==> config.mk <==
export PLATFORM = sky130hd
export DESIGN_NAME = fetch_pc_ctrl_flat
export DESIGN_NICKNAME = d
export VERILOG_FILES = /design/src/rtl/pipe_pkg.sv /design/src/rtl/fetch_pc_ctrl_if.sv /design/src/rtl/fetch_pc_ctrl_npc.sv /design/src/rtl/fetch_pc_ctrl.sv /design/src/flat_wrapper.sv
export SDC_FILE = /design/constraint.sdc
export NUM_CORES = 1
export LEC_CHECK = 0
export ABC_AREA = 0
export BUFFER_PORTS_ARGS = -buffer_cell sky130_fd_sc_hd__buf_2
export CAP_MARGIN = 10
export CORE_AREA = 2 2 144 146
export CTS_CLUSTER_SIZE = 40
export DETAILED_ROUTE_END_ITERATION = 12
export DIE_AREA = 0 0 146 148
export GPL_TIMING_DRIVEN = 0
export PLACE_DENSITY = 0.74
export REMOVE_ABC_BUFFERS = 1
export SYNTH_ARGS = -nofsm -noshare
export SYNTH_HDL_FRONTEND = slang
export SYNTH_SLANG_ARGS = --single-unit
==> constraint.sdc <==
create_clock -name clk -period 13.4 [get_ports clk]
set_input_delay 2.68 -clock clk [delete_from_list [all_inputs] [get_ports clk]]
set_output_delay 2.68 -clock clk [all_outputs]
set_load 0.03 [all_outputs]
==> src/rtl/pipe_pkg.sv <==
// Shared pipeline definitions for the fetch stage.
//  - NPC_* : EX control-flow op encodings carried on redir_op
//  - fetch_state_e : IF sequencer states
//  - RESET_PC_DEF : default first fetch address
//  - npc_take() : decides whether an EX op redirects the fetch stream
package pipe_pkg;

  localparam logic [1:0] NPC_SEQ = 2'd0;
  localparam logic [1:0] NPC_BR  = 2'd1;
  localparam logic [1:0] NPC_ABS = 2'd2;
  localparam logic [1:0] NPC_REL = 2'd3;

  localparam logic [31:0] RESET_PC_DEF = 32'h0000_0000;

  // RUN  : fetch in flight or issuable
  // WAIT : slot full and stalled, no request
  // DROP : wrong-path fetch still outstanding
  typedef enum logic [1:0] {
    RUN  = 2'd0,
    WAIT = 2'd1,
    DROP = 2'd2
  } fetch_state_e;

  function automatic logic npc_take(input logic [1:0] op, input logic br);
    return (op == NPC_ABS) | (op == NPC_REL) | ((op == NPC_BR) & br);
  endfunction

endpackage

==> src/rtl/fetch_pc_ctrl_if.sv <==
// Instruction-memory request/ack bus.
// Handshake: req is held high by the master until ack; addr is stable while
// req=1 and ack=0. ack (with rdata) is only meaningful while req=1 and
// completes the transfer in the cycle it is seen high.
//  master (fetch side) : drives req, addr; receives ack, rdata
//  slave  (memory side): receives req, addr; drives ack, rdata
interface fetch_pc_ctrl_if #(
  parameter int DATA_W = 32
) ();
  logic              req;
  logic [DATA_W-1:0] addr;
  logic              ack;
  logic [DATA_W-1:0] rdata;

  modport master (output req, addr, input ack, rdata);
  modport slave  (input req, addr, output ack, rdata);
endinterface

==> src/rtl/fetch_pc_ctrl_npc.sv <==
// Combinational next-PC unit.
//  pc_i, offset_i, br_i, op_i -> npc_o (target or pc+4), pc4_o (pc+4).
//  op ABS: npc = offset; op REL / taken BR: npc = pc + offset (wraps mod 2^W);
//  SEQ or not-taken BR: npc = pc + 4.
module fetch_pc_ctrl_npc
  import pipe_pkg::*;
#(
  parameter int DATA_W = 32
) (
  input  logic [DATA_W-1:0] pc_i,
  input  logic [DATA_W-1:0] offset_i,
  input  logic              br_i,
  input  logic [1:0]        op_i,
  output logic [DATA_W-1:0] npc_o,
  output logic [DATA_W-1:0] pc4_o
);

  always_comb begin
    pc4_o = pc_i + DATA_W'(4);
    npc_o = pc4_o;
    case (op_i)
      NPC_ABS: npc_o = offset_i;
      NPC_REL: npc_o = pc_i + offset_i;
      NPC_BR:  npc_o = br_i ? (pc_i + offset_i) : pc4_o;
      default: npc_o = pc4_o;
    endcase
  end

endmodule

==> src/rtl/fetch_pc_ctrl.sv <==
// IF-stage sequencer: owns the PC, issues instruction-memory fetches and
// fills a one-entry IF/ID slot; honours ID stall and EX redirects.
// Ports:
//  clk, rst                  clock, synchronous active-high reset
//  stall                     ID cannot accept; slot holds
//  redir_op/br/pc/offset     EX control-flow information
//  imem (master)             instruction-memory req/addr/ack/rdata
//  if_valid/pc/pc4/inst      IF/ID slot contents
//  dbg_state                 current sequencer state
module fetch_pc_ctrl
  import pipe_pkg::*;
#(
  parameter int                DATA_W   = 32,
  parameter logic [DATA_W-1:0] RESET_PC = RESET_PC_DEF
) (
  input  logic              clk,
  input  logic              rst,
  input  logic              stall,
  input  logic [1:0]        redir_op,
  input  logic              redir_br,
  input  logic [DATA_W-1:0] redir_pc,
  input  logic [DATA_W-1:0] redir_offset,
  fetch_pc_ctrl_if.master   imem,
  output logic              if_valid,
  output logic [DATA_W-1:0] if_pc,
  output logic [DATA_W-1:0] if_pc4,
  output logic [DATA_W-1:0] if_inst,
  output fetch_state_e      dbg_state
);

  fetch_state_e      state_q;
  logic [DATA_W-1:0] pc_q;
  logic [DATA_W-1:0] req_addr_q;
  logic              imem_req_q;
  logic              if_valid_q;
  logic [DATA_W-1:0] if_pc_q;
  logic [DATA_W-1:0] if_pc4_q;
  logic [DATA_W-1:0] if_inst_q;

  logic              take;
  logic              ack_v;
  logic [DATA_W-1:0] unit_pc;
  logic [DATA_W-1:0] npc_d;
  logic [DATA_W-1:0] pc4_d;

  assign take  = npc_take(redir_op, redir_br);
  // An ack with no request in flight is meaningless and dropped.
  assign ack_v = imem.ack & imem_req_q;

  // One adder pair serves both jobs: on a redirect it computes the target
  // from the EX PC; otherwise op is SEQ/not-taken so it yields req_addr+4.
  assign unit_pc = take ? redir_pc : req_addr_q;

  fetch_pc_ctrl_npc #(.DATA_W(DATA_W)) u_npc (
    .pc_i     (unit_pc),
    .offset_i (redir_offset),
    .br_i     (redir_br),
    .op_i     (redir_op),
    .npc_o    (npc_d),
    .pc4_o    (pc4_d)
  );

  always_ff @(posedge clk) begin
    if (rst) begin
      state_q    <= RUN;
      pc_q       <= RESET_PC;
      req_addr_q <= RESET_PC;
      imem_req_q <= 1'b0;
      if_valid_q <= 1'b0;
      if_pc_q    <= '0;
      if_pc4_q   <= '0;
      if_inst_q  <= '0;
    end else if (take) begin
      if_valid_q <= 1'b0;
      pc_q       <= npc_d;
      if (imem_req_q && !imem.ack) begin
        // Wrong-path fetch still in flight: keep its address until it acks.
        state_q    <= DROP;
        imem_req_q <= 1'b1;
      end else begin
        state_q    <= RUN;
        req_addr_q <= npc_d;
        imem_req_q <= 1'b1;
      end
    end else begin
      case (state_q)
        RUN: begin
          if (if_valid_q && stall) begin
            // Slot full: withdraw the request, refetch req_addr later.
            state_q    <= WAIT;
            imem_req_q <= 1'b0;
          end else begin
            imem_req_q <= 1'b1;
            if (ack_v) begin
              if_valid_q <= 1'b1;
              if_inst_q  <= imem.rdata;
              if_pc_q    <= req_addr_q;
              if_pc4_q   <= pc4_d;
              pc_q       <= npc_d;
              req_addr_q <= npc_d;
            end else begin
              // Slot was empty or ID just consumed it.
              if_valid_q <= 1'b0;
            end
          end
        end
        WAIT: begin
          if (!stall) begin
            // ID takes the held instruction on this edge.
            state_q    <= RUN;
            imem_req_q <= 1'b1;
            if_valid_q <= 1'b0;
          end
        end
        DROP: begin
          if (ack_v) begin
            state_q    <= RUN;
            req_addr_q <= pc_q;
          end
        end
        default: begin
          state_q    <= RUN;
          imem_req_q <= 1'b0;
        end
      endcase
    end
  end

  assign imem.req  = imem_req_q;
  assign imem.addr = req_addr_q;
  assign if_valid  = if_valid_q;
  assign if_pc     = if_pc_q;
  assign if_pc4    = if_pc4_q;
  assign if_inst   = if_inst_q;
  assign dbg_state = state_q;

endmodule

==> src/flat_wrapper.sv <==
// flat-port wrapper written by rule: the top's interface ports become plain ports
module fetch_pc_ctrl_flat import pipe_pkg::*;
#(
  parameter int                DATA_W   = 32,
  parameter logic [DATA_W-1:0] RESET_PC = RESET_PC_DEF
)
  (clk, rst, stall, redir_op, redir_br, redir_pc, redir_offset, if_valid, if_pc, if_pc4, if_inst, dbg_state, imem_req, imem_addr, imem_ack, imem_rdata);
  fetch_pc_ctrl_if #(.DATA_W(DATA_W)) imem_i ();
  input  logic clk;
  input  logic rst;
  input  logic stall;
  input  logic [1:0] redir_op;
  input  logic redir_br;
  input  logic [DATA_W-1:0] redir_pc;
  input  logic [DATA_W-1:0] redir_offset;
  output logic if_valid;
  output logic [DATA_W-1:0] if_pc;
  output logic [DATA_W-1:0] if_pc4;
  output logic [DATA_W-1:0] if_inst;
  output fetch_state_e dbg_state;
  output wire logic [$bits(imem_i.req)-1:0] imem_req;
  output wire logic [$bits(imem_i.addr)-1:0] imem_addr;
  input wire logic [$bits(imem_i.ack)-1:0] imem_ack;
  input wire logic [$bits(imem_i.rdata)-1:0] imem_rdata;
  assign imem_req = imem_i.req;
  assign imem_addr = imem_i.addr;
  assign imem_i.ack = imem_ack;
  assign imem_i.rdata = imem_rdata;
  fetch_pc_ctrl #(.DATA_W(DATA_W), .RESET_PC(RESET_PC)) u_core (.clk(clk), .rst(rst), .stall(stall), .redir_op(redir_op), .redir_br(redir_br), .redir_pc(redir_pc), .redir_offset(redir_offset), .imem(imem_i), .if_valid(if_valid), .if_pc(if_pc), .if_pc4(if_pc4), .if_inst(if_inst), .dbg_state(dbg_state));
endmodule
Word-level counts from Yosys, hierarchy flattened

Cells that the tools add are included.

Flip-flop bits (word level): 164
Input port bits: 103
Output and inout port bits: 132
Logic and storage cells: 71

Add/sub/neg operators: 2
Eq/ne operators: 15
Mux-type cells: 25
Bitwise operators: 6
Reductions and logical operators: 15

Operators by type and width:

| operator                                       | number |
|---|---|
| two-way mux 32 bit                             | 9 |
| case mux 32 bit (3 select lines)               | 1 |
| case mux 32 bit (2 select lines)               | 1 |
| adder 32 x 3 -> 32 bit (second input constant) | 1 |
| adder 32 bit                                   | 1 |
| two-way mux 2 bit                              | 5 |
| != test 3 x 1 -> 1 bit (second input constant) | 3 |
| AND reduction 3 bit                            | 3 |
| == test 2 bit (second input constant)          | 3 |
| two-way mux 1 bit                              | 6 |
| != test 2 bit (second input constant)          | 3 |
| != test 3 x 2 -> 1 bit (second input constant) | 2 |
| case mux 2 bit (3 select lines)                | 1 |
| nonzero test 2 bit                             | 3 |
| AND reduction 5 bit                            | 1 |
| == test 2 x 1 -> 1 bit (second input constant) | 2 |
| != test 2 x 1 -> 1 bit (second input constant) | 2 |
| AND reduction 4 bit                            | 1 |
| case mux 1 bit (3 select lines)                | 1 |
| nonzero test 3 bit                             | 1 |
| bitwise AND 1 bit                              | 2 |
| logical AND 1 bit                              | 2 |
| logical NOT 2 bit                              | 1 |
| inverter 1 bit                                 | 2 |
| other kinds (5)                                | 6 |

Logic depth before layout (Yosys ltp)

Depth in word-level cells: 11
Depth in mapped cells: 22
Mapped depth without buffers: 14

Modules after synthesis

A second synthesis with hierarchy kept.

Cells, all modules: 1214
Area, all modules: 9315.2 um^2

By module, submodules not included:

| module            | instances | cells an instance | area an instance (um^2) | sequential area each (um^2) |
|---|---|---|---|---|
| fetch_pc_ctrl     | 1         | 790               | 6409.9                  | 3283.1 |
| fetch_pc_ctrl_npc | 1         | 424               | 2905.3                  | 0.0 |

Worst setup path before layout

OpenSTA, ideal clock, no wires.

Kind: in2reg
Start point: input redir_op[0]
End point: register u_core.req_addr_q[30], in the netlist u_core.imem.addr[30]
Library setup time: 96 ps
Arrival: 6527 ps
Required time: 13304 ps
Setup slack: 6777 ps
Cell stages on the path: 21
Path through: buf_2 a21o_1 buf_6 buf_4 buf_2 buf_2 buf_2 buf_2 buf_1 nand2_1 nand2_1 ha_1 a21o_1 a211o_1 a22oi_1 a31oi_1 o21ai_0 mux2_2 o211ai_2 nor2_1 o41ai_2

Cells in the longest elaborated chain, start to end: 11

Ends and longest elaborated chain:

| what                                                           | RTL line                                                                  | source |
|---|---|---|
| start: declaration                                             | flat_wrapper.sv:12                                                        | `input logic [1:0] redir_op;` |
| == test 2 bit / == test 2 x 1 -> 1 bit (equally long branches) | pipe_pkg.sv:25, fetch_pc_ctrl_npc.sv:21                                   |  |
| bitwise OR 1 bit / bitwise AND 1 bit (equally long branches)   | pipe_pkg.sv:25                                                            | `return (op == NPC_ABS) \| (op == NPC_REL) \| ((op == NPC_BR) & br);` |
| bitwise OR 1 bit                                               | pipe_pkg.sv:25                                                            |  |
| two-way mux 32 bit                                             | fetch_pc_ctrl.sv:52                                                       | `assign unit_pc = take ? redir_pc : req_addr_q;` |
| adder 32 x 3 -> 32 bit / adder 32 bit (equally long branches)  | fetch_pc_ctrl_npc.sv:19, fetch_pc_ctrl_npc.sv:23, fetch_pc_ctrl_npc.sv:24 |  |
| two-way mux 32 bit                                             | fetch_pc_ctrl_npc.sv:24                                                   | `NPC_BR: npc_o = br_i ? (pc_i + offset_i) : pc4_o;` |
| case mux 32 bit (3 select lines)                               | fetch_pc_ctrl_npc.sv:21                                                   | `case (op_i)` |
| two-way mux 32 bit                                             | fetch_pc_ctrl.sv:94                                                       | `if (ack_v) begin` |
| two-way mux 32 bit                                             | fetch_pc_ctrl.sv:88                                                       | `if (if_valid_q && stall) begin` |
| case mux 32 bit (2 select lines)                               | fetch_pc_ctrl.sv:86                                                       | `case (state_q)` |
| two-way mux 32 bit                                             | fetch_pc_ctrl.sv:73                                                       | `end else if (take) begin` |
| end signal: assignment                                         | fetch_pc_ctrl.sv:82                                                       | `req_addr_q <= npc_d;` |
| end signal: assignment                                         | fetch_pc_ctrl.sv:100                                                      | `req_addr_q <= npc_d;` |
| end signal: assignment                                         | fetch_pc_ctrl.sv:118                                                      | `req_addr_q <= pc_q;` |
| end: declaration                                               | fetch_pc_ctrl.sv:33                                                       | `logic [DATA_W-1:0] req_addr_q;` |

Several ways; a longest one is shown, not always the timed one. The select of a mux whose other input is x is not followed.
A chain may end at the register's enable or synchronous reset.

Worst setup path in the final report

Start point: input redir_op[0]
End point: register u_core.req_addr_q[22], in the netlist u_core.imem.addr[22]

The elaborated chain is that of the path after synthesis.

==> impl_summary.log <==
INFO  metric min_delay_path_depth = 2
INFO  metric yosys.area.top_type_share = 33.3%
INFO  metric startpoint_kind_of_the_worst_setup_timing_path = input port
INFO  metric post-route-period-util = 50.1%
INFO  metric die_width = about 150 µm
INFO  metric global_route.usage.total = between 20% and 30%
INFO  metric worstPathMaxFanout = 41
INFO  metric synth_edf_count = 0
INFO  metric synth_top_cells_by_count = sky130_fd_sc_hd__nand2_1, sky130_fd_sc_hd__a21oi_1, sky130_fd_sc_hd__dfxtp_1
INFO  metric netlist.top_cell.by_area = sky130_fd_sc_hd__dfxtp_1
INFO  metric static-leakage-power = roughly 5.2 nW
INFO  metric max_cap_violations = 0
INFO  metric grt_first_pass_wirelength = 47200 µm
INFO  metric relSlewSlack = 30.4%
INFO  metric setup-tns-final = 0 ns
INFO  metric ctsRootBufferMaster = sky130_fd_sc_hd__clkbuf_16
INFO  metric synth-seq-area-share = around 33%
INFO  metric critical_path_class = input port to flip-flop
INFO  metric ys_ff_latch = 164
INFO  metric layout_setup_ws = 6.69 ns
INFO  metric numCtsBuffers = 17
INFO  metric placementRows = 52
INFO  metric dpl_hpwl = 21400 µm
INFO  metric rsz_0062_raised_after_global_routing = false
INFO  metric grt_pass1_vias = 9282
INFO  metric floorplan.io_pins = 235
INFO  metric port_buffers = approximately 230
INFO  metric post_synth_inst_count = roughly 1300
INFO  metric detail_route.iter0.violations = between 600 and 700
INFO  metric routed_via_density = 5.64
INFO  metric via_count = about 10000
INFO  metric postSynth.topFlopCell = sky130_fd_sc_hd__dfxtp_1
INFO  metric total_die_area = ~0.022 mm²
INFO  metric synth_area_per_cell = 7.39 µm²
INFO  metric wl = 29800 µm
INFO  metric placement.setup.worst_slack = 6.28 ns
INFO  metric drcViolationCount = 0
INFO  metric power.ir.vdd_worst = 100 µV
INFO  metric clk_pin_slew_worst_paths = 0.07 ns
INFO  metric setup_violations_final = 0
INFO  metric finalCriticalPeriod = 6.71 ns
INFO  metric timing.fmax = 0.149 GHz
INFO  metric htree_num_levels = 4
INFO  metric floorplan.die.height = 148 µm
INFO  metric numClockSinks = about 160
INFO  metric drt-pass1-iter-count = 5
INFO  metric synthMostInstantiatedCell = sky130_fd_sc_hd__nand2_1
INFO  metric hold-path-endpoint = u_core.if_pc4[16]$_SDFFE_PP0P_
INFO  metric critical_path_arrival = 7.08 ns
INFO  metric ff2ff_setup_slack = 9.90 ns
INFO  metric slew_violations = 0
INFO  metric r2r_end = u_core.imem.addr[30]$_SDFFE_PP0P_
INFO  metric nFillCells = 1933
INFO  metric grt_overflow_total = 0
INFO  metric ctsLongestPathBuffers = 2
INFO  metric cts_hold_buffers = 0
INFO  metric critical_path_data_required_time = 13.77 ns
INFO  metric insertion_delay = 0.44 ns
INFO  metric effective_utilization_at_floorplan = about half
INFO  metric result_of_the_run = complete, no violations
INFO  metric synthArstFlopShare = 0%
INFO  metric launch_point_of_the_worst_hold_path = u_core.if_pc4[16]$_SDFFE_PP0P_
INFO  metric share_of_cells_above_drive_strength_1 = 20.9%
INFO  metric cellPowerDensity = 120 mW/mm²
INFO  metric post_cts_buffers = 0
INFO  metric antenna_found_initial = 2
INFO  metric cts_tree = built
INFO  metric reg2regPathDepth = 13
INFO  metric area_growth = 20.2%
INFO  metric finalClockSkew = around 0.012 ns
INFO  metric finalNetCount = 1649
INFO  metric max_slew.worst_pin.slew = about 1.0 ns
INFO  metric synth.lib_cells_used.distinct = 79
INFO  metric synth-warning-count = 0
INFO  metric wire_per_inst = 16.7 µm
INFO  metric grt_max_degree = 84
INFO  metric cts.repair.resized = 0
INFO  metric core = around 0.02 mm²
INFO  metric critical_path.startpoint = redir_op[0]
INFO  metric endpoint_kind = flip-flop
INFO  metric ys_top_cells_by_area = sky130_fd_sc_hd__dfxtp_1, sky130_fd_sc_hd__nand2_1, sky130_fd_sc_hd__a21oi_1
INFO  metric timing_hold_violations_final = 0
INFO  metric hold_path.class = flip-flop to flip-flop
INFO  metric gp_routability_congestion = 0.868
INFO  metric worstReg2RegStart = u_core.imem.addr[19]$_SDFFE_PP0P_
INFO  metric antenna_violating_nets_remaining = 0
INFO  metric post_synth_instance_area = 0.00985 mm²
==> metrics by stage <==
stage               hold WS (ns)  instances  total power, W  instance area [µm²]  utilization, %
floorplan                  0.426       1243        0.000819                 9480               -
global placement           0.435       1747        0.000927                11000            54.8
detailed placement         0.441       1757        0.000941                11300            56.2
CTS                        0.450       1789         0.00143                11800            59.1
global route               0.470       1790         0.00149                11800            59.1
finish                     0.450       1790         0.00142                11800            59.1
==> critical path: stages <==
cell and delay [ns]:
sky130_fd_sc_hd__buf_2 0.47, sky130_fd_sc_hd__a21o_2 0.64, sky130_fd_sc_hd__buf_12 0.30, sky130_fd_sc_hd__mux2_4 0.38, sky130_fd_sc_hd__ha_1 0.39, sky130_fd_sc_hd__nand4_1 0.10
sky130_fd_sc_hd__a21oi_1 0.28, sky130_fd_sc_hd__o21ai_0 0.18, sky130_fd_sc_hd__a21oi_1 0.22, sky130_fd_sc_hd__o31ai_1 0.17, sky130_fd_sc_hd__o311ai_0 0.69, sky130_fd_sc_hd__mux2i_1 0.31
sky130_fd_sc_hd__nand3_1 0.11, sky130_fd_sc_hd__a21oi_1 0.12
==> final cells by class <==
type                       instances  area (µm²)  area share [%]
multi-input combinational       1061        6170            52.1
sequential                       164        3280            27.7
timing repair buffer             244        1410            11.9
clock buffer                      18         429            3.62
tap                              270         338            2.85
clock inverter                    14         141            1.19
inverter                          18        67.6           0.571
antenna                            1        2.50          0.0211
==> how the worst max path moves through the flow <==
| stage | end |
|---|---|
| after global routing | u_core.pc_q[22]$_SDFFE_PP0P_ |
| final | u_core.imem.addr[22]$_SDFFE_PP0P_ |
| after global placement | u_core.pc_q[22]$_SDFFE_PP0P_ |
| after floorplan | u_core.imem.addr[23]$_SDFFE_PP0P_ |
| after detailed placement | u_core.imem.addr[22]$_SDFFE_PP0P_ |
| after CTS | u_core.imem.addr[22]$_SDFFE_PP0P_ |
==> flip-flops by register name, summed over array words and instances, names as in the netlist <==
register / count
u_core.imem.req: 1
u_core.imem.addr: 32
u_core.if_valid: 1
u_core.dbg_state: 2
u_core.if_pc4: 32
u_core.if_inst: 32
u_core.if_pc: 32
u_core.pc_q: 32
==> cells in the final DEF, fill, tap and decap left out, types with 5 or more instances in the layout <==
| cell type | netlist | final |
|---|---|---|
| sky130_fd_sc_hd__o21ai_1 | 6 | 5 |
| sky130_fd_sc_hd__ha_1 | 39 | 39 |
| sky130_fd_sc_hd__o22ai_1 | 8 | 8 |
| sky130_fd_sc_hd__mux2i_1 | 16 | 16 |
| sky130_fd_sc_hd__a31oi_1 | 7 | 7 |
| sky130_fd_sc_hd__inv_1 | 18 | 18 |
| sky130_fd_sc_hd__a221oi_1 | 7 | 7 |
| sky130_fd_sc_hd__nand3_1 | 34 | 34 |
| sky130_fd_sc_hd__xnor2_1 | 25 | 25 |
| sky130_fd_sc_hd__a211oi_1 | 34 | 34 |
| sky130_fd_sc_hd__and2_1 | 6 | 5 |
| sky130_fd_sc_hd__o211ai_1 | 8 | 8 |
| sky130_fd_sc_hd__nand4_1 | 7 | 7 |
| sky130_fd_sc_hd__buf_2 | 16 | 233 |
| sky130_fd_sc_hd__clkbuf_16 | 0 | 17 |
| sky130_fd_sc_hd__nand2b_1 | 6 | 5 |
| sky130_fd_sc_hd__mux2_2 | 7 | 7 |
| sky130_fd_sc_hd__and3_1 | 13 | 13 |
| sky130_fd_sc_hd__xor2_1 | 29 | 29 |
| sky130_fd_sc_hd__a311oi_1 | 7 | 7 |
| sky130_fd_sc_hd__nand2_1 | 316 | 315 |
| sky130_fd_sc_hd__buf_16 | 0 | 7 |
| sky130_fd_sc_hd__or3_1 | 7 | 7 |
| sky130_fd_sc_hd__nor3_1 | 24 | 24 |
| sky130_fd_sc_hd__o21ai_0 | 46 | 46 |
| sky130_fd_sc_hd__a21o_1 | 20 | 19 |
| sky130_fd_sc_hd__dfxtp_1 | 164 | 164 |
| sky130_fd_sc_hd__a21oi_1 | 164 | 164 |
| sky130_fd_sc_hd__inv_6 | 0 | 7 |
| sky130_fd_sc_hd__o21a_1 | 6 | 6 |
| sky130_fd_sc_hd__nor2_1 | 128 | 127 |
| sky130_fd_sc_hd__a22oi_1 | 11 | 11 |
==> cell families after synthesis <==
| family | after synthesis | synth area share (%) |
|---|---|---|
| multiplexers | 26 | 2.87 |
| XOR/XNOR | 54 | 4.80 |
| flip-flops | 164 | 33.3 |
| adder cells (fa/ha/maj) | 40 | 5.16 |
| AO/OA/AOI/OAI | 370 | 24.0 |
| buffers and inverters | 108 | 4.47 |
| AND/OR/NAND/NOR | 571 | 25.3 |
==> report_power, final <==
group          switching (W)  internal [W]  leakage, nW
Clock               0.000225      0.000262        0.279
Combinational       0.000241      0.000144         3.62
Sequential         0.0000319      0.000519         1.34
==> per-layer routing <==
layer  track usage, %  routed length, µm  share of wire, %
met5                0                 13             0.044
met4             7.86                512               1.7
met3             5.03               2100               7.0
met2             45.1              14000                47
met1             35.2              13200                44
(Power assumes the default switching activity.)
